**config.mk**
```make
export PLATFORM = sky130hd
export DESIGN_NAME = det_window_counter
export DESIGN_NICKNAME = d
export VERILOG_FILES = /design/src/rtl/det_pkg.sv /design/src/rtl/det_window_counter_sat_counter.sv /design/src/rtl/det_window_counter.sv
export SDC_FILE = /design/constraint.sdc
export NUM_CORES = 1
export LEC_CHECK = 0
export BUFFER_PORTS_ARGS = -buffer_cell sky130_fd_sc_hd__buf_2
export CORE_MARGIN = 2
export CORE_UTILIZATION = 45
export CTS_CLUSTER_SIZE = 12
export DETAILED_ROUTE_END_ITERATION = 8
export GPL_ROUTABILITY_DRIVEN = 0
export SLEW_MARGIN = 10
export SYNTH_ARGS = -nofsm -noshare
export SYNTH_HDL_FRONTEND = slang
export SYNTH_HIERARCHICAL = 1
export SYNTH_SLANG_ARGS = --single-unit
```
**constraint.sdc**
```tcl
create_clock -name clk -period 3.1 [get_ports clk]
set_input_delay 0.155 -clock clk [delete_from_list [all_inputs] [get_ports clk]]
set_output_delay 0.155 -clock clk [all_outputs]
set_load 0.05 [all_outputs]
```
**src/rtl/det_pkg.sv**
```systemverilog
// +--------------------------------------------------------------------+
// | det_pkg : shared state encoding and defaults for det_window_counter |
// | Rev 1.0                                                             |
// +--------------------------------------------------------------------+
`default_nettype none

package det_pkg;

  localparam int DET_WINDOW = 16;
  localparam int DET_CNT_W  = 8;
  localparam int DET_THRESH = 3;
  localparam int DET_WIN_W  = 16;

  typedef enum logic [1:0] {
    IDLE   = 2'b00,
    RUN    = 2'b01,
    REPORT = 2'b10
  } det_state_t;

endpackage

`default_nettype wire

```
**src/rtl/det_window_counter_sat_counter.sv**
```systemverilog
// +--------------------------------------------------------------------+
// | sat_counter : CNT_W-bit saturating up-counter with clear/enable     |
// | Rev 1.0                                                             |
// +--------------------------------------------------------------------+
`default_nettype none

module sat_counter
  import det_pkg::*;
#(
  parameter int CNT_W = DET_CNT_W
) (
  input  logic             clk,
  input  logic             reset,
  input  logic             i_clr,
  input  logic             i_en,
  output logic [CNT_W-1:0] o_count,
  output logic             o_sat
);

  logic [CNT_W-1:0] r_count;
  logic             r_sat;
  logic [CNT_W-1:0] w_count_nxt;
  logic             w_sat_nxt;

  // Outputs look ahead by one cycle so a caller can capture the total
  // including the increment requested in the current cycle.
  always_comb begin
    w_count_nxt = r_count;
    w_sat_nxt   = r_sat;
    if (i_en) begin
      if (r_count == '1) begin
        w_sat_nxt = 1'b1;
      end else begin
        w_count_nxt = r_count + CNT_W'(1);
      end
    end
  end

  always_ff @(posedge clk) begin
    if (reset || i_clr) begin
      r_count <= '0;
      r_sat   <= 1'b0;
    end else begin
      r_count <= w_count_nxt;
      r_sat   <= w_sat_nxt;
    end
  end

  assign o_count = w_count_nxt;
  assign o_sat   = w_sat_nxt;

endmodule

`default_nettype wire

```
**src/rtl/det_window_counter.sv**
```systemverilog
// +--------------------------------------------------------------------+
// | det_window_counter : counts detector hits over a WINDOW-cycle span  |
// | Option macro: AUTO_RESTART_EN (re-arm window after handshake)       |
// | Rev 1.0                                                             |
// +--------------------------------------------------------------------+
`default_nettype none

module det_window_counter
  import det_pkg::*;
#(
  parameter int WINDOW = DET_WINDOW,
  parameter int CNT_W  = DET_CNT_W,
  parameter int THRESH = DET_THRESH
) (
  input  logic             clk,
  input  logic             reset,
  input  logic             start,
  input  logic             det_in,
  output logic             busy,
  output logic             res_valid,
  input  logic             res_ready,
  output logic [CNT_W-1:0] result,
  output logic             alarm,
  output logic             sat
);

  localparam logic [DET_WIN_W-1:0] c_WIN_LOAD = DET_WIN_W'(WINDOW - 1);
  localparam logic [CNT_W-1:0]     c_THRESH   = CNT_W'(THRESH);

  det_state_t           r_state;
  det_state_t           w_state_nxt;
  logic [DET_WIN_W-1:0] r_win;
  logic                 w_clr;
  logic                 w_en;
  logic                 w_last;
  logic [CNT_W-1:0]     w_cnt;
  logic                 w_cnt_sat;
  logic [CNT_W-1:0]     r_result;
  logic                 r_alarm;
  logic                 r_sat;

  always_ff @(posedge clk) begin
    if (reset) begin
      r_state <= IDLE;
    end else begin
      r_state <= w_state_nxt;
    end
  end

  always_comb begin
    w_state_nxt = r_state;
    w_clr       = 1'b0;
    w_en        = 1'b0;
    w_last      = 1'b0;
    case (r_state)
      IDLE: begin
        if (start) begin
          w_state_nxt = RUN;
          w_clr       = 1'b1;
        end
      end
      RUN: begin
        w_en = det_in;
        if (r_win == '0) begin
          w_last      = 1'b1;
          w_state_nxt = REPORT;
        end
      end
      REPORT: begin
        if (res_ready) begin
`ifdef AUTO_RESTART_EN
          w_state_nxt = RUN;
          w_clr       = 1'b1;
`else
          w_state_nxt = IDLE;
`endif
        end
      end
      default: w_state_nxt = IDLE;
    endcase
  end

  always_ff @(posedge clk) begin
    if (reset) begin
      r_win <= '0;
    end else if (w_clr) begin
      r_win <= c_WIN_LOAD;
    end else if (r_state == RUN && r_win != '0) begin
      r_win <= r_win - DET_WIN_W'(1);
    end
  end

  sat_counter #(
    .CNT_W (CNT_W)
  ) u_evt_cnt (
    .clk     (clk),
    .reset   (reset),
    .i_clr   (w_clr),
    .i_en    (w_en),
    .o_count (w_cnt),
    .o_sat   (w_cnt_sat)
  );

  // Captured on the last window cycle so that cycle's sample is included.
  always_ff @(posedge clk) begin
    if (reset) begin
      r_result <= '0;
      r_alarm  <= 1'b0;
      r_sat    <= 1'b0;
    end else if (w_last) begin
      r_result <= w_cnt;
      r_alarm  <= (w_cnt >= c_THRESH);
      r_sat    <= w_cnt_sat;
    end
  end

  assign busy      = (r_state == RUN);
  assign res_valid = (r_state == REPORT);
  assign result    = r_result;
  assign alarm     = r_alarm;
  assign sat       = r_sat;

endmodule

`default_nettype wire
```
[Word level (Yosys, flattened, before mapping)]
Cells that the tools add are included.
Word-level totals
  output and inout port bits: 12
  logic and storage cells: 40
  bits of input ports: 5
  bits in registers: 37
Operators by class
  reduce and logical (&&, ||, !) cells: 8
  add/sub/neg operators: 2
  mux-type cells: 15
  order comparisons: 1
  eq/ne operators: 6
Operators with widths (count)
  16-bit zero test: 1
  8-bit two-way mux: 2
  16-bit nonzero test: 1
  16-bit by 1-bit subtractor with 16-bit output, second input constant: 1
  8-bit by 1-bit adder with 8-bit output, second input constant: 1
  8-bit == test, second input constant: 1
  8-bit by 2-bit greater-or-equal comparator with 1-bit output, second input constant: 1
  4-bit two-way mux: 2
  1-bit two-way mux: 7
  2-bit two-way mux: 3
  2-bit one-hot mux with 3 select lines: 1
  2-bit by 1-bit != test with 1-bit output, second input constant: 2
  3-bit AND reduction: 1
  2-bit by 1-bit == test with 1-bit output, second input constant: 1
  2-bit == test, second input constant: 1
  2-bit zero test: 1
  2-bit != test, second input constant: 1
  2-bit nonzero test: 1
  2-bit OR reduction: 1
  1-bit logical AND: 1
  1-bit logical OR: 1

[Logic depth before layout (Yosys ltp)]
Gate-level depths: netlist of run 1.
  depth in word-level cells: 4
  gate-level depth with buffers: 10
  mapped depth without buffers: 9

[Cells and area by module]
Netlist of run 1, hierarchy kept.
By module, submodules not included
  det_window_counter: cells an instance 170, area an instance 1380.1 µm², sequential area each 560.5 µm², instances 1
  sat_counter: cells an instance 63, area an instance 514.2 µm², sequential area each 180.2 µm², instances 1

[Worst setup path after synthesis of run 1]
No wires, ideal clock.
  path type: register to register
  start: reg r_state[1]
  end: reg r_alarm, in the netlist alarm
  path slack: 0.146 ns
  clock period less this slack: 2.954 ns
  stages on the path, launching flop included: 11
  data arrival time: 2.812 ns
  library setup time: 0.142 ns
  buffers on the path: 1
  data required time: 2.958 ns
  path through: dfxtp_1 nand2b_1 clkinv_1 and2_1 and3_1 buf_2 a21oi_1 nor2_1 or4_1 a2111oi_0 a311oi_1
Between the ends
  longest elaborated chain between the ends: 4
  elaborated cells on any way between the ends: 5
  classes of those cells: 1 x order compare; 1 x eq/ne; 3 x mux
RTL lines
  from (decl): line det_window_counter.sv:30  | det_state_t r_state;
  from (signal assigned): line det_window_counter.sv:46  | r_state <= w_state_nxt;
  2-bit by 1-bit == test with 1-bit output
  named net busy: line det_window_counter.sv:19  | output logic busy,
  1-bit two-way mux: line det_window_counter.sv:55  | case (r_state)
  named net w_en: line det_window_counter.sv:34  | logic w_en;
  8-bit two-way mux: line det_window_counter_sat_counter.sv:30  | if (i_en) begin
  named net w_cnt[4]: line det_window_counter.sv:36  | logic [CNT_W-1:0] w_cnt;
  8-bit by 2-bit greater-or-equal comparator with 1-bit output: line det_window_counter.sv:112  | r_alarm <= (w_cnt >= c_THRESH);
  to (signal assigned): line det_window_counter.sv:112
  to (decl): line det_window_counter.sv:39  | logic r_alarm;
The timed path passes the listed nets, and every way through them passes these cells.
A chain may end at the register's enable or synchronous reset.

[Worst setup path after layout of run 1]
  start: reg r_state[1]
  end: reg r_alarm, in the netlist alarm
Between the ends
  longest elaborated chain between the ends: 4
  elaborated cells on any way between the ends: 5
  classes of those cells: 1 x order compare; 1 x eq/ne; 3 x mux
RTL lines (line)
  2-bit by 1-bit == test with 1-bit output: det_window_counter.sv:55
  1-bit two-way mux: det_window_counter.sv:55
  named net w_en: det_window_counter.sv:34
  8-bit two-way mux: det_window_counter_sat_counter.sv:30
  named net w_cnt[6]: det_window_counter.sv:36
  8-bit by 2-bit greater-or-equal comparator with 1-bit output: det_window_counter.sv:112
The timed path passes the listed nets, and every way through them passes these cells.

==> summary.txt, run 1 <==
Diodes inserted -> 0
uppermost metal layer occupied by signal nets -> met4
die height -> 68.9 um
Clock Latency Late Sink -> 0.29 ns
post-synthesis cell type with the largest combined area -> dfxtp_1
overall die width -> 68.9 um
P_leak -> 0.784 nW
Max rail drop VDD -> 0.300 mV
ys async rst share -> 0
worst slew margin relative to its limit -> 0.595
non-filler instance count after layout -> 298
master cell of the clock root buffer -> clkbuf_8
endpoint class of the critical path -> flop
sequential share of the synthesized area -> 0.391
capturing point of the worst reg2reg path -> alarm$_SDFFE_PP0P_
detailed-route wire length on metal 1 -> 2040 um
warnings from Yosys -> 6
status -> complete, no violations
Worst Reg2Reg Path Length in Cells -> 9
setup TNS after final layout -> 0 ns
FILL cells -> 407
Remaining Overflow, GRT -> 0
Final Hold Vio Count -> 0
area growth from synthesis to layout -> 10.8%
Placed Cells incl. Taps -> 290
total met2 wirelength after detailed routing -> 2070 um
mean cell area of the mapped netlist -> 8.13 um2
predominant post-synthesis flop cell -> dfxtp_1
combinational share of power -> 0.351
count of port buffers added during placement -> 16
syn nets -> 240
Critical Path Source -> r_state[1]$_SDFFE_PP0P_
WL per Instance -> 14.5 um
fraction of synthesized cell area taken by the top area cell type -> 0.391
total number of placement rows -> 23
leading cell types by total area after synthesis -> dfxtp_1 39%, a21oi_1 7.1%, o21ai_0 4.2%
number of enable flip-flop cells after synthesis -> 0
count of routing violations after the opening detailed-route iteration -> 149
number of buffers on the longest clock path -> 2
number of buffers inserted during clock tree synthesis -> 5
setup repair after global routing missed its margin -> no
starting utilization of the core area -> 0.470
setup fix buffers added after clock tree synthesis -> 0
Yosys cell types -> 53
internal power -> 0.828 mW
Synth Register Bits -> 37
number of global-route vias before repair -> 1586
critical register-to-register path startpoint -> r_state[1]$_SDFFE_PP0P_
Crit path required time -> 3.25 ns
post-cts sizing count -> 0
layout cells sized above 1 -> 0.149
transition at the pin with the smallest max-transition slack -> 0.601 ns
Layout Nets -> 254
share of power burned in registers -> 0.407
remaining number of nets flagged by the antenna check after routing -> 0
initial antenna violation count -> 0
Worst EP arrival -> 2.93 ns
cell with the most instances after synthesis -> dfxtp_1
end point of the critical path -> alarm$_SDFFE_PP0P_
final setup violation count -> 0
top achievable clock speed -> 360 MHz
maximum number of pins on one net before global-route repair -> 24
Total Wirelength -> 4310 um
final standard cell utilization of the core -> 0.521
pwr/cell area -> 653 mW/mm2
clock input transition at the sequential cells of the worst setup and hold paths -> 0.08 ns
met3 wire length -> 129 um
Placeable Area -> 0.00403 mm2
Net Sw Frac -> 0.396
area enclosed by the die boundary -> 0.00474 mm2
Pre-antenna DRT Iters -> 6
critical path peak fanout -> 8
DRC errors left -> 0
count of clock tree sinks -> 37
Post-Syn Instances -> 233
final slew viol count -> 0
wire length of the first global-routing pass -> 7190 um
startpoint class of the critical path -> flop
category of the critical setup timing path -> flop to flop
crit path cell chain -> nand2b_1 -> clkinv_1 -> and2_1 -> and3_1 -> a41oi_1 -> nor2_1 -> or4_1 -> a2111oi_0 -> a311oi_1
GRT Util Overall -> 0.207
crit share post-route -> 0.895
max-cap check violation count -> 0
Worst path slowest cell -> a2111oi_0
hold buffer count at CTS -> 0
Avg Vias per Cell -> 5.97
Min-Delay Path Class -> primary input to flop
TritonCTS clock tree -> yes
final total power -> 1.37 mW
R2R Setup Slk -> 0.33 ns
max incr delay on CP -> 0.40 ns
part of the power in the clock network -> 0.242
final setup skew -> 0.00843 ns
Clock H-tree levels -> 2
detailed placement HPWL -> 3040 um
net switching power of the design -> 0.542 mW
final critical delay including setup and external delays -> 2.77 ns
combined area of all synthesized cells -> 0.00189 mm2
commonest cells in the synthesized netlist -> 37 x dfxtp_1, 27 x a21oi_1, 16 x nor2_1, 16 x o21ai_0, 15 x nand2_1
via count of the routed design -> 1779
Boundary Pins -> 17
## power by group through the flow
stage,Combinational (mW),Sequential (mW),Clock [mW]
after floorplan,0.359,0.567,0
after global placement,0.478,0.568,0
after detailed placement,0.475,0.567,0
after CTS,0.479,0.556,0.345
after global routing,0.536,0.565,0.363
final,0.481,0.557,0.332
## worst min-delay path by stage
stage | start | endpoint | slack (ns) | cells past startpoint
6_report | res_ready | r_state[1]$_SDFFE_PP0P_ | 0.18 | 3
5_1_grt | res_ready | r_state[1]$_SDFFE_PP0P_ | 0.19 | 3
4_1_cts | res_ready | r_state[1]$_SDFFE_PP0P_ | 0.18 | 3
3_5_place_dp | u_evt_cnt/r_sat$_SDFF_PP0_ | u_evt_cnt/r_sat$_SDFF_PP0_ | 0.46 | 2
3_3_place_gp | u_evt_cnt/r_sat$_SDFF_PP0_ | u_evt_cnt/r_sat$_SDFF_PP0_ | 0.45 | 2
2_1_floorplan | reset | u_evt_cnt/r_count[0]$_SDFF_PP0_ | 0.33 | 2
## placed cells by master, fill, tap and decap left out, types with 6 or more instances in the layout
master,Yosys,layout
nand2_1,15,15
nor2_1,16,16
buf_2,3,16
a21oi_1,27,27
nor3_1,6,6
o21ai_0,16,16
inv_1,10,10
or4_1,6,6
dfxtp_1,37,37
nand3_1,14,14
## worst max-delay path: cells and delay by family, from the launching register on
kind                   cells  cell delay [ns]
AOI/OAI and AO/OA          3             0.83
buffers and inverters      1             0.22
and+or+nand+nor            5             1.23
DFF                        1             0.36
## area by class of cell
cell class              count  area [um2]  share of cell area
multi-input cells         171        1050               0.500
flip-flops and latches     37         741               0.353
repair buffers             21         118              0.0561
clock buffers               5        68.8              0.0328
well taps                  50        62.6              0.0298
inverters                  11        41.3              0.0197
clock inverters             3        17.5             0.00835
## registers in the layout, indices dropped and copies added, names as in the netlist
name,count
u_evt_cnt/r_count,8
sat,1
alarm,1
r_win,16
r_state,2
u_evt_cnt/r_sat,1
result,8
## per-stage QoR
| stage | setup slack, ns | instance area [um2] | hold slack [ns] |
|---|---|---|---|
| 2_1_floorplan | 0.146 | 1890 | 0.334 |
| 3_3_place_gp | 0.444 | 2010 | 0.449 |
| 3_5_place_dp | 0.354 | 2010 | 0.455 |
| 4_1_cts | 0.338 | 2100 | 0.180 |
| 5_1_grt | 0.0757 | 2100 | 0.192 |
| 6_report | 0.325 | 2100 | 0.183 |
## cell families after synthesis
kind of cell             Yosys count  share of synthesized area
AND/OR/NAND/NOR                   93                      0.276
flip-flops                        37                      0.391
adder cells (fa/ha/maj)            2                     0.0132
XOR/XNOR                           1                    0.00462
multiplexers                       4                     0.0238
AO/OA/AOI/OAI                     71                      0.236
buffers and inverters             25                     0.0548
## layer usage
metal / vias up / GRT usage
met1: 835 / 0.257
li1: 910 / -
met2: 29 / 0.349
met5: - / 0
met3: 5 / 0.0341
met4: 0 / 0.0956
(Power assumes the default switching activity.)
==> run 2: changes to the inputs <==
--- a/config.mk
+++ b/config.mk
@@ -11,6 +11,7 @@
 export CTS_CLUSTER_SIZE = 12
 export DETAILED_ROUTE_END_ITERATION = 8
 export GPL_ROUTABILITY_DRIVEN = 0
+export PLACE_DENSITY = 0.71
 export SLEW_MARGIN = 10
 export SYNTH_ARGS = -nofsm -noshare
 export SYNTH_HDL_FRONTEND = slang
==> summary.txt, run 2 (synthesis gave the netlist of run 1 again) <==
status -> complete, no violations
top achievable clock speed -> 358 MHz (-0.63%)
most common cell after layout, fill and taps aside -> dfxtp_1
Total Wirelength -> 4310 um (about the same)
Worst path slowest cell -> or4_1
number of buffers on the longest clock path -> 2 (unchanged)
detailed placement HPWL -> 3030 um (-0.31%)
critical path peak fanout -> 8 (unchanged)
area growth from synthesis to layout -> 10.8% (unchanged)
Clock H-tree levels -> 2 (unchanged)
transition at the pin with the smallest max-transition slack -> 0.634 ns (+0.0322 ns)
master cell of the clock root buffer -> clkbuf_8
final hold slack -> 0.182 ns (-0.000999 ns)
Crit path required time -> 3.25 ns (about the same)
Diodes inserted -> 0 (unchanged)
setup fix buffers added after clock tree synthesis -> 0 (unchanged)
Boundary Pins -> 17 (unchanged)
initial antenna violation count -> 0 (unchanged)
Pre-antenna DRT Iters -> 4 (-2)
flip-flop count of the largest register after layout -> 16 (unchanged)
starting utilization of the core area -> 0.470 (unchanged)
WL per Instance -> 14.5 um (about the same)
Critical Path Source -> r_state[1]$_SDFFE_PP0P_
die height -> 68.9 um (unchanged)
number of buffers inserted during clock tree synthesis -> 5 (unchanged)
final slew viol count -> 0 (unchanged)
setup repair after global routing missed its margin -> no
max incr delay on CP -> 0.50 ns (+0.10 ns)
DRC errors left -> 0 (unchanged)
via count of the routed design -> 1820 (+2.3%)
setup TNS after final layout -> 0 ns (unchanged)
post-cts sizing count -> 0 (unchanged)
TritonCTS clock tree -> yes
Layout Nets -> 254 (unchanged)
number of global-route vias before repair -> 1514 (-4.5%)
endpoint class of the critical path -> flop
Max rail drop VDD -> 0.314 mV (+4.6%)
maximum number of pins on one net before global-route repair -> 24 (unchanged)
hold buffer count at CTS -> 0 (unchanged)
Placeable Area -> 0.00403 mm2 (unchanged)
count of routing violations after the opening detailed-route iteration -> 82 (-45%)
Most flops, register -> r_win
pwr/cell area -> 651 mW/mm2 (-0.29%)
category of the critical setup timing path -> flop to flop
critical register-to-register path startpoint -> r_state[1]$_SDFFE_PP0P_
total number of placement rows -> 23 (unchanged)
layout cells sized above 1 -> 0.149 (unchanged)
startpoint class of the critical path -> flop
clock input transition at the sequential cells of the worst setup and hold paths -> 0.08 ns (about the same)
area post-placement -> 0.00201 mm2 (unchanged)
area of the multi-input gates -> 0.00105 mm2 (unchanged)
final critical delay including setup and external delays -> 2.79 ns (+0.0176 ns)
capturing point of the worst reg2reg path -> alarm$_SDFFE_PP0P_
highest-count cells in the layout ignoring fill and taps -> 37 x dfxtp_1, 27 x a21oi_1, 16 x nor2_1, 16 x o21ai_0, 16 x buf_2
R2R Setup Slk -> 0.31 ns (-0.02 ns)
Remaining Overflow, GRT -> 0 (unchanged)
GRT Util Overall -> 0.203 (-0.00382)
area enclosed by the die boundary -> 0.00474 mm2 (unchanged)
Design Area, Final -> 0.00210 mm2 (unchanged)
crit share post-route -> 0.901 (+0.00568)
crit path cell chain -> nand2b_1 -> clkinv_1 -> and2_1 -> and3_1 -> a21oi_1 -> nor2_1 -> or4_1 -> a2111oi_0 -> a311oi_1
Clock Latency Late Sink -> 0.29 ns (about the same)
worst min-delay path endpoint -> r_state[1]$_SDFFE_PP0P_
Worst Reg2Reg Path Length in Cells -> 9 (unchanged)
worst hold stages -> 3 (unchanged)
FILL cells -> 403 (-0.98%)
count of clock tree sinks -> 37 (unchanged)
Worst EP arrival -> 2.95 ns (+0.02 ns)
origin of the worst min-delay path -> res_ready
max-cap check violation count -> 0 (unchanged)
wire length of the first global-routing pass -> 7100 um (-1.2%)
final setup violation count -> 0 (unchanged)
remaining number of nets flagged by the antenna check after routing -> 0 (unchanged)
count of port buffers added during placement -> 16 (unchanged)
Min-Delay Path Class -> primary input to flop
area taken by flip-flops and latches -> 741 um2 (unchanged)
final setup skew -> 0.00587 ns (-0.00256 ns)
P_leak -> 0.784 nW (unchanged)
worst slew margin relative to its limit -> 0.574 (-0.0217)
Avg Vias per Cell -> 6.11 (+2.3%)
overall die width -> 68.9 um (unchanged)
Final Hold Vio Count -> 0 (unchanged)
run 2: cell counts in the layout (fill, tap and decap cells not counted):
Identical to the previous run, type by type.
run 2: layout make-up:
class | count | share of cell area
Clock inverter | 3 | 0.00835
Inverter | 11 | 0.0197
Sequential cell | 37 | 0.353
Tap cell | 50 | 0.0298
Timing Repair Buffer | 21 | 0.0561
Clock buffer | 5 | 0.0328
Multi-Input combinational cell | 171 | 0.500
run 2: stage by stage:
| stage | power (mW) | setup WS, ns | instances | utilization |
|---|---|---|---|---|
| 6_report | 1.37 | 0.308 | 298 | 0.521 |
| 3_3_place_gp | 1.04 | 0.450 | 290 | 0.499 |
| 4_1_cts | 1.37 | 0.357 | 298 | 0.521 |
| 3_5_place_dp | 1.04 | 0.383 | 290 | 0.499 |
| 5_1_grt | 1.45 | 0.0298 | 298 | 0.521 |
| 2_1_floorplan | 0.926 | 0.146 | 233 | - |
run 2: how the worst max path moves through the flow:
| stage | end | cells after the start |
|---|---|---|
| floorplan | alarm$_SDFFE_PP0P_ | 10 |
| global placement | alarm$_SDFFE_PP0P_ | 9 |
| detailed placement | alarm$_SDFFE_PP0P_ | 9 |
| CTS | alarm$_SDFFE_PP0P_ | 9 |
| global route | alarm$_SDFFE_PP0P_ | 9 |
| finish | alarm$_SDFFE_PP0P_ | 9 |
run 2: routing by layer:
metal / global-route usage / vias to the layer above / share of wire
met5: 0 / - / 0
met4: 0.0833 / 0 / 0.015
met3: 0.0519 / 6 / 0.053
met2: 0.319 / 45 / 0.46
met1: 0.264 / 864 / 0.47
li1: - / 905 / -
run 2: critical path: cells and delay by family, from the launching register on:
kind / cells / cell delay, ns
AND/OR/NAND/NOR: 5 / 1.31
AO/OA/AOI/OAI: 3 / 0.76
flip-flops: 1 / 0.36
buffers and inverters: 1 / 0.22
run 2: power by group:
group	internal (mW)	switching, mW
Combinational	0.159	0.315
Clock	0.155	0.179
Sequential	0.514	0.0439
Total	0.828	0.538
